==> src/rtl/recovery_phase_sequencer_pkg.sv <==
// recovery_phase_sequencer_pkg: shared widths and enums for the recovery phase sequencer.
// Contents: RECOVERY_WIDTH, pipeline_phase_t (PipelinePhase), refetch_type_t (RefetchType),
// exec_state_t (ExecutionState encoding, only SUCCESS is referenced by the sequencer).
package recovery_phase_sequencer_pkg;
  localparam int RECOVERY_WIDTH = 4;
  localparam int EXEC_STATE_W = 4;
  typedef enum logic [1:0] {
    PHASE_COMMIT    = 2'd0,
    PHASE_RECOVER_0 = 2'd1,
    PHASE_RECOVER_1 = 2'd2
  } pipeline_phase_t;
  typedef enum logic [2:0] {
    REFETCH_TYPE_THIS_PC                = 3'd0,
    REFETCH_TYPE_NEXT_PC                = 3'd1,
    REFETCH_TYPE_STORE_NEXT_PC          = 3'd2,
    REFETCH_TYPE_BRANCH_TARGET          = 3'd3,
    REFETCH_TYPE_NEXT_PC_TO_FETCH_ENTRY = 3'd4
  } refetch_type_t;
  typedef enum logic [EXEC_STATE_W-1:0] {
    EXEC_STATE_SUCCESS      = 4'd0,
    EXEC_STATE_REFETCH_THIS = 4'd1,
    EXEC_STATE_REFETCH_NEXT = 4'd2,
    EXEC_STATE_FAULT        = 4'd3
  } exec_state_t;
endpackage

==> src/rtl/recovery_flush_counter.sv <==
// recovery_flush_counter: meters the active-list walk-back.
// Ports: clk, rst (async, active-high); load/count capture a new walk length (clamped to ENTRY_NUM);
// step consumes flush_num entries; flush_num = min(remaining, WIDTH); done = remaining <= WIDTH;
// nonzero = remaining != 0.
module recovery_flush_counter import recovery_phase_sequencer_pkg::*; #(
  parameter int ENTRY_NUM = 64,
  parameter int WIDTH = RECOVERY_WIDTH,
  localparam int CNT_W = $clog2(ENTRY_NUM) + 1,
  localparam int FN_W = $clog2(WIDTH + 1)
) (
  input  logic             clk,
  input  logic             rst,
  input  logic             load,
  input  logic             step,
  input  logic [CNT_W-1:0] count,
  output logic [FN_W-1:0]  flush_num,
  output logic             done,
  output logic             nonzero
);
  localparam logic [CNT_W-1:0] MAX_C = CNT_W'(ENTRY_NUM);
  localparam logic [CNT_W-1:0] WIDTH_C = CNT_W'(WIDTH);
  logic [CNT_W-1:0] remaining;
  assign flush_num = remaining < WIDTH_C ? remaining[FN_W-1:0] : FN_W'(WIDTH);
  assign done = remaining <= WIDTH_C;
  assign nonzero = remaining != '0;
  // flush_num never exceeds remaining, so the subtraction cannot wrap
  always_ff @(posedge clk or posedge rst)
    if (rst) remaining <= '0;
    else if (load) remaining <= count > MAX_C ? MAX_C : count;
    else if (step) remaining <= remaining - CNT_W'(flush_num);
endmodule

==> src/rtl/recovery_phase_sequencer.sv <==
// recovery_phase_sequencer: owns the pipeline phase COMMIT -> RECOVER_0 -> RECOVER_1 -> COMMIT.
// Ports: clk, rst (async, active-high); commit request (cmRecoveryReq, cmRefetchType, cmRecoveryCause,
// cmRecoveryOpIndex); execute mispredict (exRecoveryReq); flushCount; storeDrainBusy.
// Outputs: phase, unableToStartRecovery, rmtRestore/refetchValid (RECOVER_0 pulses), latched
// refetchType/recoveryCause/recoveryOpIndex, flushNum/flushValid (RECOVER_1 walk-back).
// Optional macro RSD_RECOVERY_STATS_EN adds saturating statRecoveryNum and statRecoveryCycles.
module recovery_phase_sequencer import recovery_phase_sequencer_pkg::*; #(
  parameter int ACTIVE_LIST_ENTRY_NUM = 64,
  parameter int RECOVERY_WIDTH = recovery_phase_sequencer_pkg::RECOVERY_WIDTH,
  parameter int COMMIT_WIDTH = 4,
  localparam int CNT_W = $clog2(ACTIVE_LIST_ENTRY_NUM) + 1,
  localparam int IDX_W = $clog2(COMMIT_WIDTH),
  localparam int FN_W = $clog2(RECOVERY_WIDTH + 1)
) (
  input  logic                    clk,
  input  logic                    rst,
  input  logic                    cmRecoveryReq,
  input  logic [2:0]              cmRefetchType,
  input  logic [EXEC_STATE_W-1:0] cmRecoveryCause,
  input  logic [IDX_W-1:0]        cmRecoveryOpIndex,
  input  logic                    exRecoveryReq,
  input  logic [CNT_W-1:0]        flushCount,
  input  logic                    storeDrainBusy,
  output logic [1:0]              phase,
  output logic                    unableToStartRecovery,
  output logic                    rmtRestore,
  output logic                    refetchValid,
  output logic [2:0]              refetchType,
  output logic [EXEC_STATE_W-1:0] recoveryCause,
  output logic [IDX_W-1:0]        recoveryOpIndex,
  output logic [FN_W-1:0]         flushNum,
`ifdef RSD_RECOVERY_STATS_EN
  output logic                    flushValid,
  output logic [31:0]             statRecoveryNum,
  output logic [31:0]             statRecoveryCycles
`else
  output logic                    flushValid
`endif
);
  pipeline_phase_t state;
  logic start, done, nonzero;
  assign phase = state;
  assign unableToStartRecovery = (state != PHASE_COMMIT) | storeDrainBusy;
  // commit requests are pre-gated by commit and win; a simultaneous execute request is squashed anyway
  assign start = (state == PHASE_COMMIT) & (cmRecoveryReq | (exRecoveryReq & ~storeDrainBusy));
  assign rmtRestore = state == PHASE_RECOVER_0;
  assign refetchValid = state == PHASE_RECOVER_0;
  assign flushValid = state == PHASE_RECOVER_1;
  recovery_flush_counter #(
    .ENTRY_NUM(ACTIVE_LIST_ENTRY_NUM),
    .WIDTH(RECOVERY_WIDTH)
  ) u_flush (
    .clk(clk),
    .rst(rst),
    .load(start),
    .step(flushValid),
    .count(flushCount),
    .flush_num(flushNum),
    .done(done),
    .nonzero(nonzero)
  );
  always_ff @(posedge clk or posedge rst)
    if (rst) begin
      state <= PHASE_COMMIT;
      refetchType <= '0;
      recoveryCause <= '0;
      recoveryOpIndex <= '0;
    end else if (start) begin
      state <= PHASE_RECOVER_0;
      refetchType <= cmRecoveryReq ? cmRefetchType : REFETCH_TYPE_BRANCH_TARGET;
      recoveryCause <= cmRecoveryReq ? cmRecoveryCause : EXEC_STATE_SUCCESS;
      recoveryOpIndex <= cmRecoveryReq ? cmRecoveryOpIndex : '0;
    end else if (state == PHASE_RECOVER_0) state <= nonzero ? PHASE_RECOVER_1 : PHASE_COMMIT;
    else if (state == PHASE_RECOVER_1 && done) state <= PHASE_COMMIT;
`ifdef RSD_RECOVERY_STATS_EN
  always_ff @(posedge clk or posedge rst)
    if (rst) begin
      statRecoveryNum <= '0;
      statRecoveryCycles <= '0;
    end else begin
      if (start && !(&statRecoveryNum)) statRecoveryNum <= statRecoveryNum + 32'd1;
      if (state != PHASE_COMMIT && !(&statRecoveryCycles)) statRecoveryCycles <= statRecoveryCycles + 32'd1;
    end
`endif
endmodule
==> config.mk <==
export PLATFORM = sky130hd
export DESIGN_NAME = recovery_phase_sequencer
export DESIGN_NICKNAME = d
export VERILOG_FILES = /design/src/rtl/recovery_phase_sequencer_pkg.sv /design/src/rtl/recovery_flush_counter.sv /design/src/rtl/recovery_phase_sequencer.sv
export SDC_FILE = /design/constraint.sdc
export NUM_CORES = 1
export LEC_CHECK = 0
export ABC_CLOCK_PERIOD_IN_PS = 4500
export CAP_MARGIN = 30
export CELL_PAD_IN_SITES_DETAIL_PLACEMENT = 2
export CELL_PAD_IN_SITES_GLOBAL_PLACEMENT = 2
export CORE_ASPECT_RATIO = 0.9
export CORE_MARGIN = 3
export CORE_UTILIZATION = 26
export CTS_CLUSTER_DIAMETER = 30
export DETAILED_ROUTE_END_ITERATION = 7
export PLACE_DENSITY = 0.87
export SETUP_SLACK_MARGIN = 0.3
export SYNTH_ARGS = -nofsm -noshare
export SYNTH_HDL_FRONTEND = slang
export SYNTH_SLANG_ARGS = --single-unit
==> constraint.sdc <==
create_clock -name clk -period 4.5 [get_ports clk]
set_clock_uncertainty 0.2 [all_clocks]
set_input_delay 0.9 -clock clk [delete_from_list [all_inputs] [get_ports clk]]
set_output_delay 0.9 -clock clk [all_outputs]
set_load 0.05 [all_outputs]
* After elaboration in Yosys (flattened, before gate mapping)
Index checks and enable logic that the tools add are counted.
Operators by class: add/subtract/negate cells 1, $lt $le $gt $ge 3, equal/unequal tests 2, muxes and demuxes 11, bitwise operators 5, reduce and logical (&&, ||, !) cells 6
Operator list (count):
- 2-to-1 mux 7 bit | 3
- 2-to-1 mux 2 bit | 5
- > comparator 7 bit (second input constant) | 1
- less-or-equal comparator 7 x 3 -> 1 bit (second input constant) | 1
- less-than comparator 7 x 3 -> 1 bit (second input constant) | 1
- nonzero test 7 bit | 1
- subtractor 7 x 3 -> 7 bit | 1
- 2-to-1 mux 3 bit | 2
- 2-to-1 mux 4 bit | 1
- nonzero test 2 bit | 2
- nonzero test 3 bit | 1
- AND 1 bit | 2
- == test 2 x 1 -> 1 bit (second input constant) | 1
- == test 2 bit (second input constant) | 1
- logical NOT 2 bit | 1
- bitwise OR 1 bit | 2
- logical AND 1 bit | 1
- NOT 1 bit | 1
Storage, ports and cells: bits in registers 18, output and inout bits 18, word-level logic and storage cells 33

* Depth between registers and ports, before layout
Gate-level depths: netlist (run 1).
depth after elaboration 5, gate-level depth with buffers 8

* Cells and area by module
Synthesis (run 1) repeated with hierarchy kept, for this count alone.
Second synthesis, totals: cells, all modules 90, area, all modules 949.7 µm²
By module, submodules not included:
- recovery_flush_counter | times used 1, cells each 53, area an instance 493.0 µm²
- recovery_phase_sequencer | times used 1, cells each 37, area an instance 456.7 µm²

* Worst setup path after synthesis (run 1)
OpenSTA, ideal clock, no wires.
kind reg2out, start point register u_flush.remaining[6], end point output port flushNum[0], arrival 1.844 ns, data required time 3.400 ns, path slack 1.556 ns, stages on the path, launching flop included 4, path buffers 0, path through dfrtp_1 -> nor4_4 -> nand2b_2 -> nor2_1
Between the ends: cells in the longest elaborated chain, start to end 2
Ends and longest elaborated chain:
- start: declaration | line recovery_flush_counter.sv:22 | logic [CNT_W-1:0] remaining;
- start signal: assignment | line recovery_flush_counter.sv:29 | else if (load) remaining <= count > MAX_C ? MAX_C : count;
- start signal: assignment | line recovery_flush_counter.sv:30 | else if (step) remaining <= remaining - CNT_W'(flush_num);
- less-than comparator 7 x 3 -> 1 bit | line recovery_flush_counter.sv:23 | assign flush_num = remaining < WIDTH_C ? remaining[FN_W-1:0] : FN_W'(WIDTH);
- 2-to-1 mux 3 bit | line recovery_flush_counter.sv:23
- end: declaration | line recovery_phase_sequencer.sv:31 | output logic [FN_W-1:0] flushNum,
Every way passes these cells.

* Worst setup path in the final report (run 1)
start point register u_flush.remaining[6], end point output port flushNum[1]
The elaborated chain is that of the path after synthesis.

==> results of run 1 <==
[logic make-up after synthesis]
group,share of synthesized area [%]
xor gates and xnor gates,0.934
adders and majority gates,1.33
buffers and inverters,6.53
DFF,48.0
other,0.400
AOI/OAI and AO/OA,26.1
and+or+nand+nor,16.7
[final cells by class]
| type | instances | area, um^2 |
|---|---|---|
| clock buffers | 4 | 55.1 |
| fillers | 375 | 2030 |
| inverters | 7 | 26.3 |
| multi-input cells | 66 | 427 |
| flip-flops and latches | 18 | 450 |
| well taps | 44 | 55.1 |
| repair buffers | 39 | 388 |
[sequential cells by signal (all words and copies together), names as in the netlist]
register and count:
phase 2, recoveryCause 4, refetchType 3, u_flush.remaining 7, recoveryOpIndex 2
[critical path, delay by kind of cell (launching register included)]
| kind | cells | cell delay (ns) |
|---|---|---|
| simple gates | 3 | 0.81 |
| buf+inv | 1 | 0.80 |
| flops | 1 | 0.44 |
[how the worst min path moves through the flow]
stage                          from              endpoint  depth (start not counted)
2_1_floorplan  u_flush.remaining[0]  u_flush.remaining[0]                          2
3_3_place_gp       recoveryCause[3]      recoveryCause[3]                          1
3_5_place_dp     recoveryOpIndex[1]    recoveryOpIndex[1]                          1
4_1_cts            recoveryCause[3]      recoveryCause[3]                          1
5_1_grt              refetchType[1]        refetchType[1]                          1
6_report             refetchType[1]        refetchType[1]                          1
[report_power, final]
part / total [mW] / switching, mW / internal [mW]
combinational: 0.653 / 0.404 / 0.249
clock: 0.135 / 0.0577 / 0.0778
sequential: 0.334 / 0.0925 / 0.241
[stage by stage]
stage                     hold slack (ns)  util [%]  area, um^2
after detailed placement            0.295      39.3        1350
after global placement              0.294      39.3        1350
after CTS                           0.316      40.9        1400
after floorplan                     0.336         -         938
final                               0.312      40.9        1400
after global routing                0.333      40.9        1400
[cells in the mapped netlist]
cell      number  area share [%]
nor2_1         9             3.6
nand2b_2       1            0.93
o21ai_0        5             2.7
o31a_1         1            0.93
o21ba_2        1             1.1
buf_4          1            0.80
a32oi_1        1            0.93
and2_1         1            0.67
nand2b_1       1            0.67
dfrtp_1       18              48
nor4b_1        1            0.93
nor4_4         1             2.3
a21oi_1        8             4.3
a311o_1        1             1.1
nand2_1        8             3.2
o21a_1         1            0.80
o311ai_0       1            0.93
ha_1           1             1.3
a22o_1         7             6.5
xnor2_1        1            0.93
inv_1          7             2.8
clkbuf_1       3             1.2
o22a_1         3             2.8
buf_2          1            0.53
buf_6          1             1.2
and3_1         1            0.67
o211ai_1       4             3.2
or3_1          2             1.3
conb_1         1            0.40
nor2b_1        2             1.3
nand3_1        2             1.1
o32ai_1        1            0.93
[metal layers]
metal	vias to the layer above	share of wire, %	GRT usage (%)
met5	-	0	0
met4	0	0.43	3.66
met3	2	4.2	3.05
met2	29	51	26.7
met1	461	44	18.1
li1	419	-	-
==> flow_summary.toml, run 1 <==
[cts]
clkSinkCount = 18
cts_made_buffers = 3
ctsResizeCount = 0
ctsHoldBuffers = 0
cts_tree = "built"
cts_setup_buffers = 0
cts_max_level = 1
clock_path_buffers = 2
cts.clk_slew.worst_paths_ns = 0.07
cts-root-buf = "clkbuf_8"
insertion_delay_ns = 0.26

[place]
place_hpwl_um = 2230
dp_slack_ns = 1.08
gp_congestion = 0.749
dp.cells = 174
numPortBuffers = 38

[timing]
finalCritPeriodShare_pct = 76.0
slew_headroom_pct = 53.2
fmax_mhz = 292
rsz0062_at_grt = "no"
fin_crit_ns = 3.42
fin_ws_ns = 1.08
final.setup.tns_ns = 0
max_slew.worst_pin.slew_ns = 0.702
hold_violations = 0
drv_slew = 0
setup_viol = 0

[min_path]
worstHoldPathType = "reg2reg"

[die]
die-area_um2 = 4370
num_rows = 20
start_util_pct = 27.4
pin_count = 39
fp.dieH_um = 63.0
core_area_um2 = 3430
die_width_um = 69.3

[synth]
postSynthCellCount = 97
synth-seq-area-share_pct = 48.0
netlist-cell-type-count = 32
ys_ff_latch = 18
syn_nets = 119
syn_area_per_cell_um2 = 9.67
ys_warn_count = 0
syn_area_um2 = 938

[global_route]
grt_overflow_total = 0
first_global_vias = 1040
gr-usage-all-layers_pct = 14.9
antenna_found_initial = 0
grt_pass1_wl_um = 5220
grt_max_degree = 21

[final_layout]
syn_to_final_growth_pct = 49.3
mostFrequentLayoutCells = "38 x clkdlybuf4s50_1, 18 x dfrtp_1, 9 x nor2_1, 8 x nand2_1, 8 x a21oi_1"
fin_cells = 178
num_antenna_cells = 0
final_common_cell = "clkdlybuf4s50_1"
nets = 157
drive_above_1_share_pct = 5.97

[critical_path]
worstSetupEndpointType = "output pin"
crit_end = "flushNum[1]"
r2r-end = "u_flush.remaining[4]"
critPathKind = "reg2out"
slowest_stage = "clkdlybuf4s50_1"
worstPathArrival_ns = 2.32
cpPeakStageDelay_ns = 0.80
ff2ff_setup_slack_ns = 1.92
cp-startpoint = "u_flush.remaining[6]"
critical_path.cell_chain = "nor4_4, nand2b_2, nor2_1, clkdlybuf4s50_1"
r2r_start = "u_flush.remaining[6]"
critPathRequiredTime_ns = 3.40
worstPathMaxFanout = 7
r2r_cells = 8
crit_path_start_kind = "register"

[outcome]
outcome = "finished clean"

[drt]
drtAntennaViolNets = 0
via_count = 911
avgRoutedWirePerCell_um = 17.1
routed_via_density = 5.12
drc = 0
drt-total-wl_um = 3050
drtPass1Iterations = 4
drtIter0Drc = 22

[power_and_ir_drop]
power-per-cell-area_nw_per_um2 = 801
p_leak_nw = 0.578
ir_drop_uv = 257
power.total_mw = 1.12

[flow_run]
cap_violations = 0
Power figures use the tool's default switching activity.
==> inputs of run 2 (changes only) <==
--- a/config.mk
+++ b/config.mk
@@ -5,16 +5,16 @@
 export SDC_FILE = /design/constraint.sdc
 export NUM_CORES = 1
 export LEC_CHECK = 0
-export ABC_CLOCK_PERIOD_IN_PS = 4500
+export ABC_CLOCK_PERIOD_IN_PS = 3200
 export CAP_MARGIN = 30
 export CELL_PAD_IN_SITES_DETAIL_PLACEMENT = 2
 export CELL_PAD_IN_SITES_GLOBAL_PLACEMENT = 2
 export CORE_ASPECT_RATIO = 0.9
 export CORE_MARGIN = 3
-export CORE_UTILIZATION = 26
+export CORE_UTILIZATION = 24
 export CTS_CLUSTER_DIAMETER = 30
 export DETAILED_ROUTE_END_ITERATION = 7
-export PLACE_DENSITY = 0.87
+export PLACE_DENSITY = 0.82
 export SETUP_SLACK_MARGIN = 0.3
 export SYNTH_ARGS = -nofsm -noshare
 export SYNTH_HDL_FRONTEND = slang
==> constraint.sdc (replaced) <==
create_clock -name clk -period 3.2 [get_ports clk]
set_clock_uncertainty 0.2 [all_clocks]
set_input_delay 0.64 -clock clk [delete_from_list [all_inputs] [get_ports clk]]
set_output_delay 0.64 -clock clk [all_outputs]
set_load 0.05 [all_outputs]
==> run 2 against run 1 <==
Effect of this change: total power grew 40%; flip-flop and latch count is the same; setup slack lost 0.64 ns; routed wire length shrank 0.39%; count of clock-buffer cells in the layout is the same; sequential share of layout area shrank 0.057 points; via count shrank 1.4%; non-clock buffer count grew 1; sequential power grew 40%; worst hold slack lost 0.0041 ns; largest cell class unchanged.
==> flow_summary.toml, run 2 (same netlist as run 1, synthesis figures left out) <==
[global_route]
grt_pass1_wl_um = 5220
grt_max_degree = 21
antenna_found_initial = 0
first_global_vias = 1021
grt_use_met2_pct = 24.7
gr-usage-all-layers_pct = 14.3
grt.met1_usage_pct = 18.1
grt_busiest_layer = "met2"
grt_overflow_total = 0
grt_use_met3_pct = 4.28

[critical_path]
worstPathMaxFanout = 6
worstSetupEndpointType = "output pin"
critPathRequiredTime_ns = 2.36
critPathKind = "reg2out"
critical_path.cell_chain = "nor4_4, nand2b_2, clkdlybuf4s50_1"
crit_path_start_kind = "register"
ff2ff_setup_slack_ns = 0.84
cp-startpoint = "u_flush.remaining[6]"
slowest_stage = "clkdlybuf4s50_1"
cpPeakStageDelay_ns = 0.73
r2r_start = "u_flush.remaining[6]"
worstPathArrival_ns = 1.92

[final_layout]
mostFrequentLayoutCells = "34 x clkdlybuf4s50_1, 18 x dfrtp_1, 9 x nor2_1, 8 x nand2_1, 8 x a21oi_1"
final_common_cell = "clkdlybuf4s50_1"
syn_to_final_growth_pct = 49.6
largest_register_ffs = 7
top_register = "u_flush.remaining"
num_antenna_cells = 0
nets = 158
largestRegisters = "u_flush.remaining (7), recoveryCause (4), refetchType (3)"
drive_above_1_share_pct = 6.67
fillers = 390
fin_cells = 179

[timing]
hold_violations = 0
fin_crit_ns = 2.76
slew_headroom_pct = 51.4
max_slew.worst_pin.slew_ns = 0.728
finalCritPeriodShare_pct = 86.4
final.setup.tns_ns = 0
drv_slew = 0
fmax_mhz = 362
setup_viol = 0
rsz0062_at_grt = "no"

[cts]
cts-root-buf = "clkbuf_8"
ctsHoldBuffers = 0
cts_setup_buffers = 0
clock_path_buffers = 2
cts.clk_slew.worst_paths_ns = 0.07
cts_max_level = 1
cts_made_buffers = 3
clkSinkCount = 18
ctsResizeCount = 4
cts_tree = "built"
insertion_delay_ns = 0.26

[flow_run]
cap_violations = 0

[power_and_ir_drop]
clkPwrFrac_pct = 12.2
internal_power_mw = 0.796
power-per-cell-area_nw_per_um2 = 1120
p_comb_share_pct = 57.9
ir_drop_uv = 389
pwr-share-seq_pct = 29.9
switchingPower_mw = 0.773
p_leak_nw = 0.592
swShare_pct = 49.3

[drt]
routed_via_density = 5.02
drc = 0
drtPass1Iterations = 4
drt-total-wl_um = 3030
drtAntennaViolNets = 0
avgRoutedWirePerCell_um = 16.9
via_count = 898
drtIter0Drc = 12

[min_path]
min_from = "refetchType[0]"
worstHoldPathType = "reg2reg"

[die]
fp.dieH_um = 65.3
die-area_um2 = 4700
start_util_pct = 26.4
core_area_um2 = 3550
num_rows = 20
pin_count = 39
die_width_um = 71.9

[place]
numPortBuffers = 38
place_hpwl_um = 2340
dp.cells = 175
gp_congestion = 0.750

[outcome]
outcome = "finished clean"
[run 2: path summary, 6_finish.rpt]
path,depth (start not counted),to
setup / recovery,3,flushNum[2]
hold / removal,1,refetchType[0]
setup reg to reg,8,u_flush.remaining[4]
hold reg to reg,1,refetchType[0]
max in group asynchronous,2,phase[1]
min in group asynchronous,2,u_flush.remaining[0]
[run 2: power groups by stage]
| stage | clock network [mW] | registers, mW | logic, mW |
|---|---|---|---|
| after floorplan | 0 | 0.661 | 0.427 |
| after global placement | 0 | 0.461 | 0.890 |
| after detailed placement | 0 | 0.474 | 0.919 |
| after CTS | 0.198 | 0.469 | 0.917 |
| after global routing | 0.208 | 0.490 | 0.979 |
| final | 0.191 | 0.469 | 0.908 |
[run 2: worst max-delay path: cells and delay by family, from the launching register on]
family / cells / cell delay [ns]
flip-flops: 1 / 0.44
buffers and inverters: 1 / 0.73
AND/OR/NAND/NOR: 2 / 0.51
[run 2: final cells by class]
type	instances	area, um^2	area share (%)
tap	44	55.1	3.92
multi-input combinational	66	427	30.4
inverter	7	26.3	1.87
timing repair buffer	40	390	27.8
clock buffer	4	55.1	3.92
sequential	18	450	32.1
[run 2: metal layers]
metal  vias to the layer above  part of all wire (%)
met5                         -                     0
met4                         0                  0.26
met3                         2                   4.3
met2                        26                    50
met1                       450                    45
li1                        420                     -
[run 2: stage by stage]
step                util, %  total power [mW]  setup slack [ns]  cell area [um^2]  hold slack, ns
finish                 39.5              1.57             0.436              1400           0.308
global placement       38.1              1.35             0.299              1350           0.294
global route           39.5              1.68             0.343              1400           0.335
CTS                    39.5              1.58             0.416              1400           0.316
floorplan                 -              1.09             0.516               938           0.336
detailed placement     38.1              1.39             0.272              1350           0.296
==> inputs of run 3 (changes only) <==
--- a/config.mk
+++ b/config.mk
@@ -11,11 +11,13 @@
 export CELL_PAD_IN_SITES_GLOBAL_PLACEMENT = 2
 export CORE_ASPECT_RATIO = 0.9
 export CORE_MARGIN = 3
-export CORE_UTILIZATION = 24
+export CORE_UTILIZATION = 26
+export CTS_BUF_LIST = sky130_fd_sc_hd__clkbuf_8
 export CTS_CLUSTER_DIAMETER = 30
 export DETAILED_ROUTE_END_ITERATION = 7
-export PLACE_DENSITY = 0.82
+export PLACE_DENSITY = 0.85
 export SETUP_SLACK_MARGIN = 0.3
 export SYNTH_ARGS = -nofsm -noshare
 export SYNTH_HDL_FRONTEND = slang
+export SYNTH_HIERARCHICAL = 1
 export SYNTH_SLANG_ARGS = --single-unit
==> run 3 against run 2 <==
Effect of this change: largest power group unchanged; combinational power is 5.7% lower; synthesized cell count decreased by 7.2%; worst hold slack improved by 0.0075 ns; design area unchanged; sequential share of layout area unchanged; global-route usage up 0.20 points; critical endpoint is now flushNum[0]; sequential power shrank 0.9%; die area down 6.0%; critical path depth did not move; via count fell by 1.4%; largest cell class unchanged.
==> flow_summary.toml, run 3 <==
[outcome]
outcome = "finished clean"

[synth]
netlist-cell-type-count = 42
async_reset_ff_share_pct = 100
synth-seq-area-share_pct = 47.4
yosysTopAreaCell = "dfrtp_1"
ys_top_cells_by_area = "dfrtp_1 47%, a22o_1 6.5%, inv_1 2.8%"
ys_ff_latch = 18
synth.top_cells.by_count = "18 x dfrtp_1, 7 x a22o_1, 7 x inv_1"
syn_nets = 112
ys.flop_type = "dfrtp_1"
yosysTopAreaCellShare_pct = 47.4
syn_area_um2 = 950
synth_edf_count = 0
post-synth-top-count-cell = "dfrtp_1"
syn_area_per_cell_um2 = 10.6
ys_warn_count = 6
postSynthCellCount = 90

[final_layout]
design_area_um2 = 1400
fillers = 373
drive_above_1_share_pct = 7.03
largest_register_ffs = 7
nets = 152
largestRegisters = "u_flush/remaining (7), recoveryCause (4), refetchType (3)"
top_register = "u_flush/remaining"
final_common_cell = "clkdlybuf4s50_1"
syn_to_final_growth_pct = 47.8
mostFrequentLayoutCells = "34 x clkdlybuf4s50_1, 18 x dfrtp_1, 7 x a22o_1, 7 x inv_1, 5 x nand2_1"
num_antenna_cells = 0

[global_route]
antenna_found_initial = 0
grt_pass1_wl_um = 5080
gr-usage-all-layers_pct = 14.5
first_global_vias = 956
grt_max_degree = 12
grt_overflow_total = 0

[drt]
drt-total-wl_um = 3060
dr_wl_met2_um = 1570
routed_via_density = 5.15
m1WireLength_um = 1360
wl_met3_um = 106
via_count = 885
drtAntennaViolNets = 0
drc = 0
drtIter0Drc = 45
avgRoutedWirePerCell_um = 17.8
highest_layer = "met4"
drtPass1Iterations = 4

[timing]
rsz0062_at_grt = "no"
hold_violations = 0
setup_viol = 0
fin_crit_ns = 2.80
final.setup.tns_ns = 0
max_slew.worst_pin.slew_ns = 0.521
fmax_mhz = 357
drv_slew = 0
finalCritPeriodShare_pct = 87.5
slew_headroom_pct = 65.1

[cts]
cts-root-buf = "clkbuf_8"
cts_setup_buffers = 0
clkSinkCount = 18
cts.clk_slew.worst_paths_ns = 0.06
clock_path_buffers = 2
cts_max_level = 1
insertion_delay_ns = 0.25
cts_made_buffers = 3
cts_tree = "built"

[critical_path]
critPathRequiredTime_ns = 2.36
worstSetupEndpointType = "output pin"
crit_path_start_kind = "register"
r2r_start = "u_flush/remaining[3]"
worstPathMaxFanout = 8
r2r_cells = 7
worstPathArrival_ns = 1.96
r2r-end = "u_flush/remaining[4]"
critPathKind = "reg2out"
ff2ff_setup_slack_ns = 0.72

[die]
num_rows = 20
fp.dieH_um = 63.3
core_area_um2 = 3450
die-area_um2 = 4410
die_width_um = 69.7
start_util_pct = 27.5
pin_count = 39

[flow_run]
cap_violations = 0

[power_and_ir_drop]
ir_drop_uv = 327
power-per-cell-area_nw_per_um2 = 1050
p_leak_nw = 0.579

[min_path]
hold_end = "recoveryCause[3]"
min_from = "recoveryCause[3]"
min_path_cells = 1
worstHoldPathType = "reg2reg"

[place]
gp_congestion = 0.748
place_area_um2 = 1370
numPortBuffers = 38
place_hpwl_um = 2400
[run 3: changes by cell type after synthesis, moves of 2 or more]
cell	change
a31oi_1	+2
clkbuf_1	-2
nor2_1	-7
a211oi_1	+2
a21oi_1	-5
nand2_1	-3
o211ai_1	-4
[run 3: area by class of cell]
class                      instances  area, um^2  share of cell area (%)
sequential                        18         450                    32.1
inverter                           8        30.0                    2.14
timing repair buffer              39         385                    27.5
multi-input combinational         60         442                    31.5
tap                               44        55.1                    3.92
clock buffer                       3        41.3                    2.94
[run 3: how the worst max path moves through the flow]
stage / endpoint / startpoint / slack (ns) / cells past startpoint
floorplan: u_flush/remaining[6] / phase[1] / 0.43 / 6
global placement: unableToStartRecovery / storeDrainBusy / 0.30 / 3
detailed placement: unableToStartRecovery / storeDrainBusy / 0.28 / 3
CTS: flushNum[0] / u_flush/remaining[3] / 0.39 / 3
global route: flushNum[1] / u_flush/remaining[3] / 0.33 / 3
finish: flushNum[0] / u_flush/remaining[3] / 0.40 / 3
[run 3: power breakdown]
part | internal (mW) | switching (mW) | leakage (nW)
logic | 0.339 | 0.517 | 0.339
registers | 0.334 | 0.131 | 0.218
clock network | 0.0836 | 0.0725 | 0.0216
total | 0.757 | 0.721 | 0.579
[run 3: cell families (layout without fill, tap and decap cells)]
logic type	Yosys count	count (layout)	share of synthesized area, %
AOI/OAI and AO/OA	32	32	27.1
and+or+nand+nor	25	25	16.6
DFF	18	18	47.4
buffers and inverters	12	50	6.06
adders and majority gates	1	1	1.32
other	1	1	0.395
muxes	1	1	1.05
[run 3: worst max-delay path: stages, from the launching register on]
cell and delay, ns:
dfrtp_1 0.48, nor4_4 0.51, and3_1 0.23, clkdlybuf4s15_1 0.49
[run 3: metrics by stage]
stage               util, %  std cells  setup WS [ns]  power (mW)  hold WS, ns
floorplan                 -         90          0.431        1.03        0.243
global placement       39.5        169          0.304        1.29        0.297
detailed placement     39.5        169          0.279        1.33        0.299
CTS                    40.6        172          0.390        1.49        0.318
global route           40.7        172          0.326        1.57        0.328
finish                 40.7        172          0.400        1.48        0.316
[run 3: timing repair]
action,in CTS,in global routing
gates resized for setup,4,2
hold buffers,0,0
endpoints found under the setup margin,4,2
[run 3: per-layer routing]
metal / track usage (%) / vias up
met3: 3.03 / 2
li1: - / 411
met2: 24.3 / 17
met4: 4.07 / 0
met5: 0 / -
met1: 19.1 / 455
